[config.mk]
export PLATFORM = sky130hd
export DESIGN_NAME = uart_boot_loader_flat
export DESIGN_NICKNAME = d
export VERILOG_FILES = /design/src/rtl/uart_boot_loader_if.sv /design/src/rtl/uart_boot_loader.sv /design/src/flat_wrapper.sv
export SDC_FILE = /design/constraint.sdc
export NUM_CORES = 1
export LEC_CHECK = 0
export ABC_AREA = 1
export BUFFER_PORTS_ARGS = -buffer_cell sky130_fd_sc_hd__buf_2
export CAP_MARGIN = 10
export CORE_MARGIN = 2
export CORE_UTILIZATION = 56
export CTS_CLUSTER_DIAMETER = 50
export DETAILED_ROUTE_END_ITERATION = 6
export GPL_ROUTABILITY_DRIVEN = 0
export HOLD_SLACK_MARGIN = 0.02
export PLACE_DENSITY = 0.79
export SLEW_MARGIN = 10
export SYNTH_ARGS = -nofsm -noshare
export SYNTH_HDL_FRONTEND = slang
export SYNTH_SLANG_ARGS = --single-unit
[constraint.sdc]
create_clock -name clk -period 2.05 [get_ports clk]
set_input_delay 0.205 -clock clk [delete_from_list [all_inputs] [get_ports clk]]
set_output_delay 0.205 -clock clk [all_outputs]
set_load 0.005 [all_outputs]
[src/rtl/uart_boot_loader_if.sv]
// uart_boot_loader_if: UART receive handshake plus memory write port of the boot loader.
interface uart_boot_loader_if #(
    parameter int DATA_WIDTH = 32,
    parameter int ADDR_WIDTH = 10
);
    logic                  rx_valid;
    logic [7:0]            rx_byte;
    logic                  rx_parity_error;
    logic                  rx_clr;
    logic                  mem_we;
    logic [ADDR_WIDTH-1:0] mem_addr;
    logic [DATA_WIDTH-1:0] mem_wdata;

    modport master (
        input  rx_valid, rx_byte, rx_parity_error,
        output rx_clr, mem_we, mem_addr, mem_wdata
    );

    modport slave (
        output rx_valid, rx_byte, rx_parity_error,
        input  rx_clr, mem_we, mem_addr, mem_wdata
    );
endinterface

[src/rtl/uart_boot_loader.sv]
// uart_boot_loader: loads a checksummed little-endian word image from UART into memory, holding the core until verified.
module uart_boot_loader #(
    parameter int DATA_WIDTH = 32,
    parameter int ADDR_WIDTH = 10
) (
    input  logic                clk,
    input  logic                rst,
    input  logic                boot_en,
    uart_boot_loader_if.master  bus,
    output logic                core_hold,
    output logic                boot_done,
    output logic                boot_error,
    output logic [15:0]         word_count
);
    localparam logic [2:0] CNT_LO = 3'd0;
    localparam logic [2:0] CNT_HI = 3'd1;
    localparam logic [2:0] DATA   = 3'd2;
    localparam logic [2:0] CHECK  = 3'd3;
    localparam logic [2:0] DONE   = 3'd4;
    localparam logic [2:0] ERROR  = 3'd5;
    localparam logic [16:0] MAX_WORDS = 17'd1 << ADDR_WIDTH;

    logic [2:0]            state;
    logic [7:0]            cnt_lo;
    logic [7:0]            acc;
    logic [1:0]            byte_idx;
    logic [ADDR_WIDTH-1:0] word_idx;
    logic [DATA_WIDTH-9:0] shift;
    logic                  accept;
    logic [15:0]           n_full;
    logic                  last_word;

    assign accept = bus.rx_valid && (state == CNT_HI || state == DATA || state == CHECK ||
                                     (state == CNT_LO && boot_en));
    assign n_full = {bus.rx_byte, cnt_lo};
    // word_count is nonzero whenever DATA is reached, so N-1 cannot underflow here
    assign last_word = 16'(word_idx) == word_count - 16'd1;

    assign core_hold  = state != DONE;
    assign boot_done  = state == DONE;
    assign boot_error = state == ERROR;

    always_ff @(posedge clk) begin
        if (!rst) begin
            state         <= CNT_LO;
            cnt_lo        <= '0;
            acc           <= '0;
            byte_idx      <= '0;
            word_idx      <= '0;
            shift         <= '0;
            word_count    <= '0;
            bus.rx_clr    <= 1'b0;
            bus.mem_we    <= 1'b0;
            bus.mem_addr  <= '0;
            bus.mem_wdata <= '0;
        end else begin
            bus.rx_clr <= accept;
            bus.mem_we <= 1'b0;
            if (accept) begin
                if (state != CHECK)
                    acc <= acc ^ bus.rx_byte;
                if (bus.rx_parity_error)
                    state <= ERROR;
                else if (state == CNT_LO) begin
                    cnt_lo <= bus.rx_byte;
                    state  <= CNT_HI;
                end else if (state == CNT_HI) begin
                    word_count <= n_full;
                    state      <= n_full == 16'd0 ? CHECK :
                                  {1'b0, n_full} > MAX_WORDS ? ERROR : DATA;
                end else if (state == DATA) begin
                    shift    <= {bus.rx_byte, shift[DATA_WIDTH-9:8]};
                    byte_idx <= byte_idx + 2'd1;
                    if (byte_idx == 2'd3) begin
                        bus.mem_we    <= 1'b1;
                        bus.mem_addr  <= word_idx;
                        bus.mem_wdata <= {bus.rx_byte, shift};
                        word_idx      <= word_idx + 1'b1;
                        state         <= last_word ? CHECK : DATA;
                    end
                end else
                    state <= bus.rx_byte == acc ? DONE : ERROR;
            end else if (state == CNT_LO && !boot_en)
                state <= DONE;
        end
    end
endmodule

[src/flat_wrapper.sv]
// flat-port wrapper written by rule: the top's interface ports become plain ports
module uart_boot_loader_flat 
#(
    parameter int DATA_WIDTH = 32,
    parameter int ADDR_WIDTH = 10
)
  (clk, rst, boot_en, core_hold, boot_done, boot_error, word_count, bus_rx_valid, bus_rx_byte, bus_rx_parity_error, bus_rx_clr, bus_mem_we, bus_mem_addr, bus_mem_wdata);
  uart_boot_loader_if #(.DATA_WIDTH(DATA_WIDTH), .ADDR_WIDTH(ADDR_WIDTH)) bus_i ();
  input  logic clk;
  input  logic rst;
  input  logic boot_en;
  output logic core_hold;
  output logic boot_done;
  output logic boot_error;
  output logic [15:0] word_count;
  input wire logic [$bits(bus_i.rx_valid)-1:0] bus_rx_valid;
  input wire logic [$bits(bus_i.rx_byte)-1:0] bus_rx_byte;
  input wire logic [$bits(bus_i.rx_parity_error)-1:0] bus_rx_parity_error;
  output wire logic [$bits(bus_i.rx_clr)-1:0] bus_rx_clr;
  output wire logic [$bits(bus_i.mem_we)-1:0] bus_mem_we;
  output wire logic [$bits(bus_i.mem_addr)-1:0] bus_mem_addr;
  output wire logic [$bits(bus_i.mem_wdata)-1:0] bus_mem_wdata;
  assign bus_i.rx_valid = bus_rx_valid;
  assign bus_i.rx_byte = bus_rx_byte;
  assign bus_i.rx_parity_error = bus_rx_parity_error;
  assign bus_rx_clr = bus_i.rx_clr;
  assign bus_mem_we = bus_i.mem_we;
  assign bus_mem_addr = bus_i.mem_addr;
  assign bus_mem_wdata = bus_i.mem_wdata;
  uart_boot_loader #(.DATA_WIDTH(DATA_WIDTH), .ADDR_WIDTH(ADDR_WIDTH)) u_core (.clk(clk), .rst(rst), .boot_en(boot_en), .bus(bus_i), .core_hold(core_hold), .boot_done(boot_done), .boot_error(boot_error), .word_count(word_count));
endmodule
# ---- Yosys cells after proc, flatten, opt, wreduce, memory -nomap -nowiden
# Cells that the tools add are included.
dict set report word_totals {
  word_cells 62
  inputBits 13
  ff_bits 115
}
dict set report op_classes {
  reduce_logical 17
  order_cmp 1
  eq_ne 11
  bitwise 7
  mux 12
  addsub 3
}
# cell count
set op_table {}
lappend op_table {{two-way mux 3 bit} 9}
lappend op_table {{== test 10 x 16 -> 1 bit} 1}
lappend op_table {{greater-than comparator 16 x 11 -> 1 bit, second input constant} 1}
lappend op_table {{zero test 16 bit} 1}
lappend op_table {{subtractor 16 x 1 -> 16 bit, second input constant} 1}
lappend op_table {{adder 10 x 1 -> 10 bit, second input constant} 1}
lappend op_table {{== test 8 bit} 1}
lappend op_table {{XOR 8 bit} 1}
lappend op_table {{== test 3 x 2 -> 1 bit, second input constant} 2}
lappend op_table {{== test 3 bit, second input constant} 2}
lappend op_table {{!= test 6 bit, second input constant} 1}
lappend op_table {{inverter 1 bit} 6}
lappend op_table {{AND reduction 6 bit} 1}
lappend op_table {{OR reduction 6 bit} 1}
lappend op_table {{AND reduction 5 bit} 1}
lappend op_table {{AND reduction 2 bit} 2}
lappend op_table {{AND reduction 4 bit} 1}
lappend op_table {{== test 3 x 1 -> 1 bit, second input constant} 1}
lappend op_table {{logical AND 1 bit} 3}
lappend op_table {{zero test 3 bit} 1}
lappend op_table {{logical OR 1 bit} 3}
lappend op_table {{two-way mux 1 bit} 3}
lappend op_table {{!= test 3 x 2 -> 1 bit, second input constant} 1}
lappend op_table {{!= test 3 bit, second input constant} 1}
lappend op_table {{5 further kinds} 5}

# ---- Longest topological paths before layout
dict set report logic_depth {
  depth_word 9
  depth_mapped 18
  ltp_nobuf 18
}

# ---- Worst setup path after synthesis
# OpenSTA, ideal clock, no wires.
dict set report synth_timing {
  kind {register to register}
  from {reg u_core.word_count[0]}
  to {reg u_core.state[0]}
  period_less_slack_ns 1.667
  required_ns 1.977
  arrival_time_ns 1.594
  setup_time_ns 0.073
  stages_incl_launch_ff 16
  path_slack_ns 0.383
  cell_sequence {dfxtp_1 > inv_1 > ha_1 > a21oi_1 > nand2_1 > nor2_1 > nand3_1 > nor2_1 > nand2_1 > nor2_1 > nand2_1 > nand2_1 > nand2_1 > nand2_1 > nand2_1 > a21oi_1}
}
dict set report synth_between {
  elab_chain_cells 9
}
# element line_no
set synth_rtl {}
lappend synth_rtl {{start, declared} uart_boot_loader.sv:13} ;# output logic [15:0] word_count
lappend synth_rtl {{start signal, assigned} uart_boot_loader.sv:68} ;# word_count <= n_full;
lappend synth_rtl {{subtractor 16 x 1 -> 16 bit} uart_boot_loader.sv:37} ;# assign last_word = 16'(word_idx) == word_count - 16'd1;
lappend synth_rtl {{== test 10 x 16 -> 1 bit} uart_boot_loader.sv:37}
lappend synth_rtl {{two-way mux 1 bit} uart_boot_loader.sv:79} ;# state <= last_word ? CHECK : DATA;
lappend synth_rtl {{two-way mux 3 bit} uart_boot_loader.sv:74} ;# if (byte_idx == 2'd3) begin
lappend synth_rtl {{two-way mux 3 bit} uart_boot_loader.sv:71} ;# end else if (state == DATA) begin
lappend synth_rtl {{two-way mux 3 bit} uart_boot_loader.sv:67} ;# end else if (state == CNT_HI) begin
lappend synth_rtl {{two-way mux 3 bit} uart_boot_loader.sv:64} ;# else if (state == CNT_LO) begin
lappend synth_rtl {{two-way mux 3 bit} uart_boot_loader.sv:62} ;# if (bus.rx_parity_error)
lappend synth_rtl {{two-way mux 3 bit} uart_boot_loader.sv:59} ;# if (accept) begin
lappend synth_rtl {{end signal, assigned} uart_boot_loader.sv:69} ;# state <= n_full == 16'd0 ? CHECK :
lappend synth_rtl {{end signal, assigned} uart_boot_loader.sv:79}
lappend synth_rtl {{end signal, assigned} uart_boot_loader.sv:82} ;# state <= bus.rx_byte == acc ? DONE : ERROR;
lappend synth_rtl {{end, declared} uart_boot_loader.sv:23} ;# logic [2:0] state;
# No other way between the ends. The select of a mux whose other input is x is not followed.
# A chain may end at the register's enable or synchronous reset.

# ---- Worst setup path after layout
# Same ends and word-level chain as after synthesis.

==> results.md <==
- Outcome: completed
- Clock Tree Root: clkbuf_8
- Worst Hold Depth: 3
- Clock sinks: 115
- Min-delay src: bus_rx_byte[4]
- Routed WL per cell: 14.49 um
- Hold Vio Cnt, Final: 0
- Slew headroom: 61.19%
- Asr flop ratio synth: 0%
- Critical Path AT: 2.28 ns
- Min-Delay Path Class: input pin to register
- Clock Tree Buf Depth: 2
- Top FF cell, synth: dfxtp_1
- Crit path launch type: register
- Reg-to-reg setup timing slack: 0.21 ns
- # diodes: 0
- Nets@finish: 758
- Die area: 0.009432 mm^2
- Final Max Tran Viols: 0
- Die Y: 97.12 um
- PortBufs: 75
- Power density over the cells: 981.7 mW/mm^2
- Final setup vio count: 0
- Maxcap violations: 0
- RR Startpoint: u_core.word_count[0]
- Fin crit period: 1.844 ns
- Crit path max fanout: 6
- Total track usage: 26.55%
- First-pass GRT wire length: 20550 um
- Post-CTS Setup Bufs: 0
- Tot Pwr: 5848 uW
- Critical Path RT: 2.49 ns
- Fin Setup TNS: 0 ns
- DRT Wirelength: 12430 um
- Gate Count Post-Synth: 671
- R2R Path End: u_core.state[0]
- Vias per Instance: 5.427
- Largest net degree at the start of global routing: 83
- Pre-antenna DRT Iters: 5
- Number of synthesized flops with an enable pin: 0
- Post-route clock period utilization: 89.93%
- # rows: 33
- Grt total ovfl: 0
- CTS tree: done
- Worst VDD drop: 0.6171 mV
- #FFs+latches synth: 115
- Slew of the pin with the lowest slew margin: 0.5822 ns
- Avg Cell Area, Syn: 7.237 um^2
- RSZ-0062 raised after global routing: no
- # placed instances: 828
- Count of cell types in the netlist: 33
- Mapped Area: 0.004856 mm^2
- Share of cells above drive strength 1: 17.80%
- Hold Crit Endpoint: u_core.acc[4]
- Worst setup EP type: register
- CTS clk-pin slew, worst paths: 0.05 ns
- Vias post-DR: 4656
- Vias in the first global route: 4350
- YS warnings: 0
- Boundary pin count: 76
- Post-Layout Cell Count: 858
- R2r worst-path depth: 16
- Register area share after synthesis: 47.41%
- Clk_skew: 0.007363 ns
- Core region area: 0.008299 mm^2
- CTS H-Tree Depth: 4
- Initial Utilization: 58.51%
- Initial antenna violation count: 0
- Clock Latency Late Sink: 0.51 ns
- Post-DP HPWL: 8246 um
- Area added between synthesis and finish: 22.67%
- Final ANT Viol Nets: 0
- Initial DRC count: 277
- Syn nets: 687
- Crit path kind: register to register
- Drt drc: 0
- Num CTS Buffers: 17
- FMAX: 542.4 MHz
- Total leakage power: 0.003034 uW
- Die W: 97.12 um
how the worst max path moves through the flow:
stage	to	startpoint	depth (start not counted)	slack, ns
finish	u_core.state[0]	u_core.word_count[0]	16	0.21
global route	u_core.state[0]	u_core.word_count[0]	16	0.008
CTS	u_core.word_idx[8]	u_core.state[1]	10	0.15
detailed placement	u_core.word_idx[8]	u_core.state[1]	10	0.17
global placement	u_core.state[0]	u_core.word_count[0]	15	0.27
floorplan	u_core.state[0]	u_core.word_count[0]	15	0.38
critical path, stage by stage, from the launching register on:
cell	delay (ns)
dfxtp_2	0.33
inv_2	0.08
ha_1	0.19
nand2_1	0.14
nor2_1	0.20
nand2_1	0.07
nand2_1	0.06
nand2_1	0.05
nor2_1	0.11
nand2_1	0.07
nor2_1	0.09
nand2_1	0.07
nand2_1	0.05
nand2_1	0.06
nand2_1	0.06
nand2_1	0.06
a21oi_1	0.10
per-layer routing:
| layer | global-route usage [%] | vias to the layer above | wire length [um] |
|---|---|---|---|
| li1 | - | 2315 | - |
| met1 | 33.09 | 2127 | 5425 |
| met2 | 44.34 | 181 | 5997 |
| met3 | 7.050 | 33 | 701 |
| met4 | 9.642 | 0 | 309 |
| met5 | 0 | - | 0 |
logic make-up (layout without fill, tap and decap cells):
family | count (synthesis) | after routing | share of synthesized area [%]
fa+ha+maj | 3 | 3 | 0.7731
xor+xnor | 15 | 15 | 2.706
simple gates | 274 | 274 | 23.71
compound gates | 172 | 172 | 18.04
buf+inv | 92 | 174 | 7.369
flops | 115 | 115 | 47.41
synthesized netlist by cell type (7+ instances only):
master / instances / area, um^2
xor2_1: 7 / 61.31
a21oi_1: 56 / 280.3
buf_2: 7 / 35.03
nor3_1: 8 / 40.04
nor2_1: 159 / 596.8
dfxtp_1: 115 / 2302
nand2_1: 74 / 277.8
nand3_1: 15 / 75.07
clkbuf_1: 21 / 78.83
xnor2_1: 8 / 70.07
o21ai_0: 109 / 545.5
inv_1: 56 / 210.2
cell usage in the layout (no fill, tap or decap), types with 2 or more instances in the layout:
cell type / count
dfxtp_1: 111
nor2_2: 3
nor2_1: 159
nand4_1: 5
nor3_1: 8
o21ai_0: 109
inv_1: 55
a31oi_1: 2
bufinv_16: 5
nand2_1: 74
a21oi_1: 56
inv_2: 5
clkbuf_16: 16
dfxtp_2: 4
xor2_1: 7
clkinv_2: 2
ha_1: 3
buf_4: 7
nand2_2: 2
clkbuf_8: 5
nand3_1: 15
buf_2: 75
nor3_2: 2
xnor2_1: 8
through the flow:
step           util, %  hold slack [ns]  cell area [um^2]  worst slack [ns]
2_1_floorplan        -           0.3399              4856            0.3833
3_3_place_gp     63.94           0.4393              5306            0.2717
3_5_place_dp     63.94           0.4584              5306            0.1737
4_1_cts          71.72          0.02509              5952            0.1498
5_1_grt          71.78          0.05171              5957          0.007531
6_report         71.78          0.04545              5957            0.2065
power by group:
| group | internal [uW] | switching [uW] | total (uW) | leakage, uW |
|---|---|---|---|---|
| clock | 2210 | 995 | 3200 | 0.000316 |
| sequential | 2270 | 31.0 | 2300 | 0.000930 |
| combinational | 116 | 225 | 341 | 0.00179 |
| total | 4600 | 1250 | 5850 | 0.00303 |
state kept, by name (all words and copies together), names as in the netlist:
name,cells
u_core.bus.mem_wdata,32
u_core.bus.mem_we,1
u_core.word_idx,10
u_core.byte_idx,2
u_core.shift,24
u_core.cnt_lo,8
u_core.bus.rx_clr,1
u_core.bus.mem_addr,10
u_core.acc,8
u_core.state,3
u_core.word_count,16
layout make-up:
cell class / instances / area [um^2]
fill: 643 / 2342
sequential: 115 / 2307
multi-input combinational: 464 / 2196
clock buffer: 21 / 469.2
timing repair buffer: 83 / 447.9
inverter: 61 / 229.0
clock inverter: 9 / 176.4
tap: 105 / 131.4
timing repair:
| action | CTS | global route |
|---|---|---|
| hold buffers | 0 | 0 |
| resized for setup | 0 | 5 |
| setup endpoints to repair | 0 | 11 |
Power figures use the tool's default switching activity.
